==> src/rtl/full_adder_pkg.sv <==
// Shared constants and helpers for the registered ripple-carry adder.
// Holds the default width and the signed-overflow helper.
package full_adder_pkg;

    localparam int unsigned DEFAULT_WIDTH = 1;

    // Signed overflow: carry into the MSB differs from carry out of it.
    function automatic logic ovf_of(input logic c_msb_in, input logic c_msb_out);
        return c_msb_in ^ c_msb_out;
    endfunction

endpackage

==> src/rtl/full_adder_bit.sv <==
// Combinational one-bit full-adder cell, chained to form the ripple adder.
// Ports: a, b, c_in -> sum, c_out.
module full_adder_bit (
    input  logic a,
    input  logic b,
    input  logic c_in,
    output logic sum,
    output logic c_out
);

    assign sum   = a ^ b ^ c_in;
    assign c_out = (a & b) | (a & c_in) | (b & c_in);

endmodule

==> src/rtl/full_adder.sv <==
// Registered WIDTH-bit ripple-carry adder with carry-out and signed overflow.
// Ports: clk, rst, in_valid, a, b, c_in -> sum, c_out, ovf, out_valid.
module full_adder
    import full_adder_pkg::*;
#(
    parameter int unsigned WIDTH = DEFAULT_WIDTH
) (
    input  logic             clk,
    input  logic             rst,
    input  logic             in_valid,
    input  logic [WIDTH-1:0] a,
    input  logic [WIDTH-1:0] b,
    input  logic             c_in,
    output logic [WIDTH-1:0] sum,
    output logic             c_out,
    output logic             ovf,
    output logic             out_valid
);

    // carry[i] is the carry into cell i; carry[WIDTH] leaves the MSB.
    logic [WIDTH:0]   carry;
    logic [WIDTH-1:0] sum_comb;

    assign carry[0] = c_in;

    for (genvar i = 0; i < WIDTH; i++) begin : g_cell
        full_adder_bit u_bit (
            .a     (a[i]),
            .b     (b[i]),
            .c_in  (carry[i]),
            .sum   (sum_comb[i]),
            .c_out (carry[i+1])
        );
    end

    logic [WIDTH-1:0] sum_d,   sum_q;
    logic             c_out_d, c_out_q;
    logic             ovf_d,   ovf_q;
    logic             valid_d, valid_q;

    // Results only load on valid cycles so idle inputs never reach the outputs.
    always_comb begin
        sum_d   = sum_q;
        c_out_d = c_out_q;
        ovf_d   = ovf_q;
        valid_d = in_valid;
        if (in_valid) begin
            sum_d   = sum_comb;
            c_out_d = carry[WIDTH];
            ovf_d   = ovf_of(carry[WIDTH-1], carry[WIDTH]);
        end
    end

    always_ff @(posedge clk) begin
        if (rst) begin
            sum_q   <= '0;
            c_out_q <= 1'b0;
            ovf_q   <= 1'b0;
            valid_q <= 1'b0;
        end else begin
            sum_q   <= sum_d;
            c_out_q <= c_out_d;
            ovf_q   <= ovf_d;
            valid_q <= valid_d;
        end
    end

    assign sum       = sum_q;
    assign c_out     = c_out_q;
    assign ovf       = ovf_q;
    assign out_valid = valid_q;

endmodule

==> config.mk <==
export PLATFORM = sky130hd
export DESIGN_NAME = full_adder
export DESIGN_NICKNAME = d
export VERILOG_FILES = /design/src/rtl/full_adder_pkg.sv /design/src/rtl/full_adder_bit.sv /design/src/rtl/full_adder.sv
export SDC_FILE = /design/constraint.sdc
export NUM_CORES = 1
export LEC_CHECK = 0
export ABC_AREA = 0
export ABC_CLOCK_PERIOD_IN_PS = 3100
export CORE_AREA = 8 8 45 47
export DETAILED_ROUTE_END_ITERATION = 7
export DIE_AREA = 0 0 53 55
export SLEW_MARGIN = 20
export SYNTH_ARGS = -nofsm -noshare
export SYNTH_HDL_FRONTEND = slang
export SYNTH_SLANG_ARGS = --single-unit
export TNS_END_PERCENT = 30
==> constraint.sdc <==
create_clock -name clk -period 3.1 [get_ports clk]
set_clock_uncertainty 0.15 [all_clocks]
set_input_delay 0.465 -clock clk [delete_from_list [all_inputs] [get_ports clk]]
set_output_delay 0.465 -clock clk [all_outputs]
set_load 0.03 [all_outputs]
# Word level (Yosys, flattened, before mapping)
# Index checks and enable logic that the tools add are counted.
[totals]
output_inout_bits = 4
wordCells = 12
regBits = 4
input_bits = 6
[op_classes]
bitwise = 8
[ops]
columns = ["operator", "n"]
rows = [
  ["1-bit AND", 3],
  ["1-bit bitwise XOR", 3],
  ["1-bit bitwise OR", 2],
]

# Longest topological paths before layout
# Gate-level depths: netlist of the first run.
[depth]
ltp_word = 4
mapped_depth = 3
depth_no_buf = 3

# Hierarchy
# From an unflattened synthesis of the first run, not the netlist that was laid out.
[unflattened]
cells_unflattened = 13
hier_area_um2 = 153.9
[modules_own_cells]
columns = ["mod", "seq_area_each_um2", "cells_each", "instances", "area_per_inst_um2"]
rows = [
  ["full_adder", 80.1, 12, 1, 133.9],
  ["full_adder_bit", 0.0, 1, 1, 20.0],
]

# Worst setup path before layout of the first run
# Ideal clock, no wire load.
[synth_timing]
path_type = "input port to flip-flop"
from = "input port a"
to = "register ovf_q (netlist: ovf)"
arrival_ns = 1.234
required_ns = 2.871
setup_slack_ns = 1.636
cell_stages = 3
setup_ns = 0.079
path_cell_list = "fa_1 > xnor2_1 > a211oi_2"
[synth_between]
elab_chain_len = 4
[synth_lines]
columns = ["element", "line_no", "rtl"]
rows = [
  ["from (decl)", "full_adder.sv:11", "input logic [WIDTH-1:0] a,"],
  ["1-bit AND", "full_adder_bit.sv:12", "assign c_out = (a & b) | (a & c_in) | (b & c_in);"],
  ["1-bit bitwise OR (*) (2 in a row)", "full_adder_bit.sv:12", ""],
  ["1-bit bitwise XOR (*)", "full_adder_pkg.sv:9", "return c_msb_in ^ c_msb_out;"],
  ["to (signal assigned)", "full_adder.sv:63", "ovf_q <= ovf_d;"],
  ["to (decl)", "full_adder.sv:38", "logic ovf_d, ovf_q;"],
]
# Mark *: on every way between the ends. The rest lies on a longest branch, timed or not.
# A chain may end at the register's enable or synchronous reset.

# Worst setup path after layout of the first run
[layout_timing]
from = "register c_out_q (netlist: c_out)"
to = "output port c_out"
[layout_lines]
columns = ["element", "line_no", "rtl"]
rows = [
  ["from (decl)", "full_adder.sv:37", "logic c_out_d, c_out_q;"],
  ["from (signal assigned)", "full_adder.sv:62", "c_out_q <= c_out_d;"],
  ["to (decl)", "full_adder.sv:15", "output logic c_out,"],
]
# No word-level cell between the ends.

==> results of run 1 <==
## kinds of logic (layout without fill, tap and decap cells)
logic type               Yosys count  count (layout)  synth area share, %
AO/OA/AOI/OAI                      1               1                7.873
flip-flops                         4               4                50.40
AND/OR/NAND/NOR                    4               4                11.03
buffers and inverters              0              12                    0
adder cells (fa/ha/maj)            1               1                12.60
multiplexers                       2               2                12.60
XOR/XNOR                           1               1                5.513
## per-stage QoR
step	std cells	instance area (um^2)	util, %	worst slack (ns)
3_3_place_gp	38	269.0	19.44	1.149
2_1_floorplan	13	158.9	-	1.636
4_1_cts	41	291.5	21.07	1.226
6_report	41	291.5	21.07	1.240
5_1_grt	41	291.5	21.07	1.190
3_5_place_dp	38	269.0	19.44	1.123
## final timing paths
path         cells after the start  start  slack (ns)    end
max                              1  c_out        1.24  c_out
min reg2reg                      2    sum        0.35    sum
max reg2reg                      2    ovf        2.31    ovf
min                              2    sum        0.35    sum
## cells in the final DEF, fill, tap and decap left out, drive strengths merged
| cell type | instances |
|---|---|
| a211oi | 1 |
| clkbuf | 3 |
| clkdlybuf4s50 | 9 |
| dfxtp | 4 |
| fa | 1 |
| mux2i | 2 |
| nor2 | 3 |
| nor2b | 1 |
| xnor2 | 1 |
## state kept, by name, indices dropped and copies added (netlist names)
name / count
sum: 1
ovf: 1
out_valid: 1
c_out: 1
## metal layers
metal	track usage, %	vias to the layer above
met2	3.711	12
met1	3.963	56
met3	5.615	0
li1	-	69
met5	0	-
met4	0	0
## final cells by class
type | instances | area, um^2 | share of cell area (%)
timing repair buffer | 9 | 90.09 | 30.90
sequential | 4 | 80.08 | 27.47
tap | 16 | 20.02 | 6.867
multi-input combinational | 9 | 78.83 | 27.04
clock buffer | 3 | 22.52 | 7.725
## power by group
group	internal [uW]	switching, uW
clock	43.4	22.5
combinational	17.5	16.8
sequential	55.7	1.86
==> reports/results.txt, run 1 <==
Synth Cell Area -> 158.9 um^2
M1 WL -> 199 um
n_diodes -> 0
largest net degree at the start of global routing -> 6
Worst EP arrival -> 1.24 ns
core area -> 1384 um^2
first-pass GRT wire length -> 683 um
GRT Residual Overflow -> 0
Detail Route met2 WL -> 113 um
fmax -> 0.5377 GHz
Die Area -> 2915 um^2
top cells by area, synth -> dfxtp_1 50%, fa_1 13%, mux2i_1 13%
GRT Util Overall -> 3.611%
CTS root buffer -> clkbuf_4
Post-Syn Nets -> 20
Peak VDD IR -> 177.3 uV
CP max FO -> 2
most common cell in the netlist -> dfxtp_1
post-synth top area share -> 50.39%
placer congestion estimate -> 0.6040
post-synthesis cell type count -> 7
Worst Tran Pin Value -> 0.3232 ns
Pleak -> 0.0001122 uW
Setup CP Type -> reg -> out
ys async rst share -> 0%
Synth-to-Final Area Change -> 83.47%
fin crit share -> 59.99%
Initial Util -> 11.48%
die height -> 55 um
Worst Hold Class -> reg -> reg
wire per inst -> 9.976 um
minimum hold slack -> 0.3491 ns
CP delay by family, top -> buffers and inverters
TritonCTS clock tree -> yes
max_cap viols -> 0
DRC viols -> 0
slew margin rel. -> 78.39%
Max Buffers Root-to-Sink -> 2
FP Rows -> 14
Tot Pwr -> 157.7 uW
top sig layer -> met3
Final Routed Wirelength -> 409 um
WP buf/inv -> 1
Synth warnings -> 0
status -> finished clean
Nets -> 34
RSZ-0062 raised after global routing -> no
crit path max-delay cell type -> clkdlybuf4s50_1
Post-synth top cells -> 4 x dfxtp_1, 3 x nor2_1, 2 x mux2i_1
Avg Inst Size Synth -> 12.22 um^2
Worst-path clk slew -> 0.04 ns
CP Capture Type -> primary output
DPL Wire Length -> 340.8 um
Met3 Routed Length -> 95 um
Worst Setup Start Kind -> flip-flop
hold_buf cts -> 0
remaining antenna violation count -> 0
final setup violation count -> 0
max-slew violations -> 0
Fillers -> 145
Avg Vias per Cell -> 3.341
vias in the first global route -> 159
crit path time final -> 1.860 ns
Post-CTS Setup Bufs -> 0
die boundary width -> 53 um
Post-synth EDFFs -> 0
critical path required time -> 2.48 ns
Synth Instances -> 13
Yosys reg bits -> 4
drt pass-1 iters -> 2
share of layout cells above drive strength 1 -> 16.00%
Detailed Route Iter0 Violations -> 3
Pwr Density -> 540.9 nW/um^2
Cell Chain, Critical Path -> clkdlybuf4s50_1
Top-Level Pins -> 10
worst skew pair latency -> 0.23 ns
vias -> 137
PortBufs -> 9
sequential area share after synthesis -> 50.39%
antenna violations before repair -> 0
Yosys top cell by area -> dfxtp_1
Synth Flop Type -> dfxtp_1
final hold vios -> 0
Sink Count -> 4
TNS Setup -> 0 ns
critical path's largest stage delay -> 0.68 ns
H-tree Lvls -> 1
post-cts sizing count -> 0
Num CTS Buffers -> 3
(Power assumes the default switching activity.)
==> run 2: changes to the inputs <==
- ABC_CLOCK_PERIOD_IN_PS: 3100 -> 1950
- clock period: 3.1 -> 1.95 ns (I/O delays scaled with it)
==> run 2 against run 1 <==
Compared with the run above:
- cell count unchanged
- setup slack got worse by 0.98 ns
- combinational power rose by 57%
- clock power increased by 59%
- register-to-register slack got worse by 1.1 ns
- non-clock buffer count stayed put
- first-iteration DRC count fell by 67%
- via count unchanged
- global-route usage decreased by 0.39 points
- sequential power rose by 59%
- highest routed layer unchanged
==> reports/results.txt, run 2 (same netlist as run 1, synthesis figures left out) <==
status -> finished clean
Clk pwr share -> 42.0%
Worst Slack Setup Final -> 0.2588 ns
Worst Tran Pin Value -> 0.3165 ns
critical path required time -> 1.51 ns
Initial Util -> 11.48%
grt met1 use -> 3.343%
Sink Count -> 4
remaining antenna violation count -> 0
Nets -> 34
wire per inst -> 9.415 um
Worst EP arrival -> 1.25 ns
placer congestion estimate -> 0.5846
max-slew violations -> 0
fmax -> 0.5913 GHz
most common library cell in the layout ignoring fill and taps -> clkdlybuf4s50_1
final hold vios -> 0
Tot Pwr -> 250.6 uW
hold_buf cts -> 0
met2 usage -> 2.344%
crit path time final -> 1.691 ns
commonest non-fill, non-tap cells in the layout -> 9 x clkdlybuf4s50_1, 4 x dfxtp_1, 3 x nor2_1, 3 x clkbuf_4, 2 x mux2i_1
n_diodes -> 0
die height -> 55 um
RSZ-0062 raised after global routing -> no
r2r startpoint -> ovf
share of layout cells above drive strength 1 -> 16.00%
Pwr Density -> 859.7 nW/um^2
switching power -> 65.52 uW
Avg Vias per Cell -> 3.341
CP Capture Type -> primary output
Top-Level Pins -> 10
vias -> 137
GRT Residual Overflow -> 0
GRT Util Overall -> 3.224%
vias in the first global route -> 142
switching portion of total power -> 26.14%
antenna violations before repair -> 0
max_cap viols -> 0
fin crit share -> 86.73%
Synth-to-Final Area Change -> 83.47%
Top Usage Layer GRT -> met3
H-tree Lvls -> 1
Comb pwr share -> 21.5%
Num CTS Buffers -> 3
start point of the critical path -> sum
cell internal pwr -> 185.1 uW
Worst Hold Class -> reg -> reg
Peak VDD IR -> 392.8 uV
core area -> 1384 um^2
worst skew pair latency -> 0.24 ns
CP max FO -> 2
DPL Wire Length -> 312.9 um
met3 GRT Util -> 6.684%
TNS Setup -> 0 ns
Pleak -> 0.0001122 uW
Final Routed Wirelength -> 386 um
Die Area -> 2915 um^2
Worst Setup Start Kind -> flip-flop
CP delay by family, top -> buffers and inverters
Max Buffers Root-to-Sink -> 2
final setup violation count -> 0
DRC viols -> 0
post-cts sizing count -> 0
die boundary width -> 53 um
Worst Min Path Start -> c_out
WP buf/inv -> 1
Placed Area -> 269.0 um^2
Final Cell Area -> 291.5 um^2
critical path's largest stage delay -> 0.68 ns
largest net degree at the start of global routing -> 6
PortBufs -> 9
Setup CP Type -> reg -> out
first-pass GRT wire length -> 593 um
Cell Chain, Critical Path -> clkdlybuf4s50_1
slew margin rel. -> 78.83%
Fillers -> 149
Flop pwr share -> 36.5%
crit path max-delay cell type -> clkdlybuf4s50_1
drt pass-1 iters -> 4
CTS root buffer -> clkbuf_4
FP Rows -> 14
Detailed Route Iter0 Violations -> 1
Post-CTS Setup Bufs -> 0
Worst-path clk slew -> 0.04 ns
TritonCTS clock tree -> yes
Place WS -> 0.1511 ns
minimum hold slack -> 0.3549 ns
## run 2: cell counts in the layout (fill, tap and decap cells not counted)
No cell type changed its count.
## run 2: power groups by stage
stage	clock [uW]	combinational [uW]	sequential, uW
finish	105	54.0	91.4
global route	116	58.7	91.8
CTS	112	54.7	91.3
detailed placement	0	54.5	92.6
global placement	0	54.0	92.8
floorplan	0	13.6	105
## run 2: worst paths after layout
check,to,slack (ns),cells after the start
setup / recovery,sum,0.26,1
hold / removal,c_out,0.35,2
setup reg to reg,ovf,1.17,2
hold reg to reg,c_out,0.35,2
## run 2: layer usage
metal | up-vias | wire length [um] | part of all wire (%)
li1 | 68 | - | -
met1 | 56 | 179 | 46
met2 | 13 | 77 | 20
met3 | 0 | 130 | 34
met4 | 0 | 0 | 0
met5 | - | 0 | 0
## run 2: stage by stage
| step | std cells | utilization (%) |
|---|---|---|
| 2_1_floorplan | 13 | - |
| 5_1_grt | 41 | 21.07 |
| 6_report | 41 | 21.07 |
| 3_3_place_gp | 38 | 19.44 |
| 4_1_cts | 41 | 21.07 |
| 3_5_place_dp | 38 | 19.44 |
## run 2: area by class of cell
class	instances	area, um^2	share of cell area [%]
tap	16	20.02	6.867
multi-input combinational	9	78.83	27.04
timing repair buffer	9	90.09	30.90
sequential	4	80.08	27.47
clock buffer	3	22.52	7.725
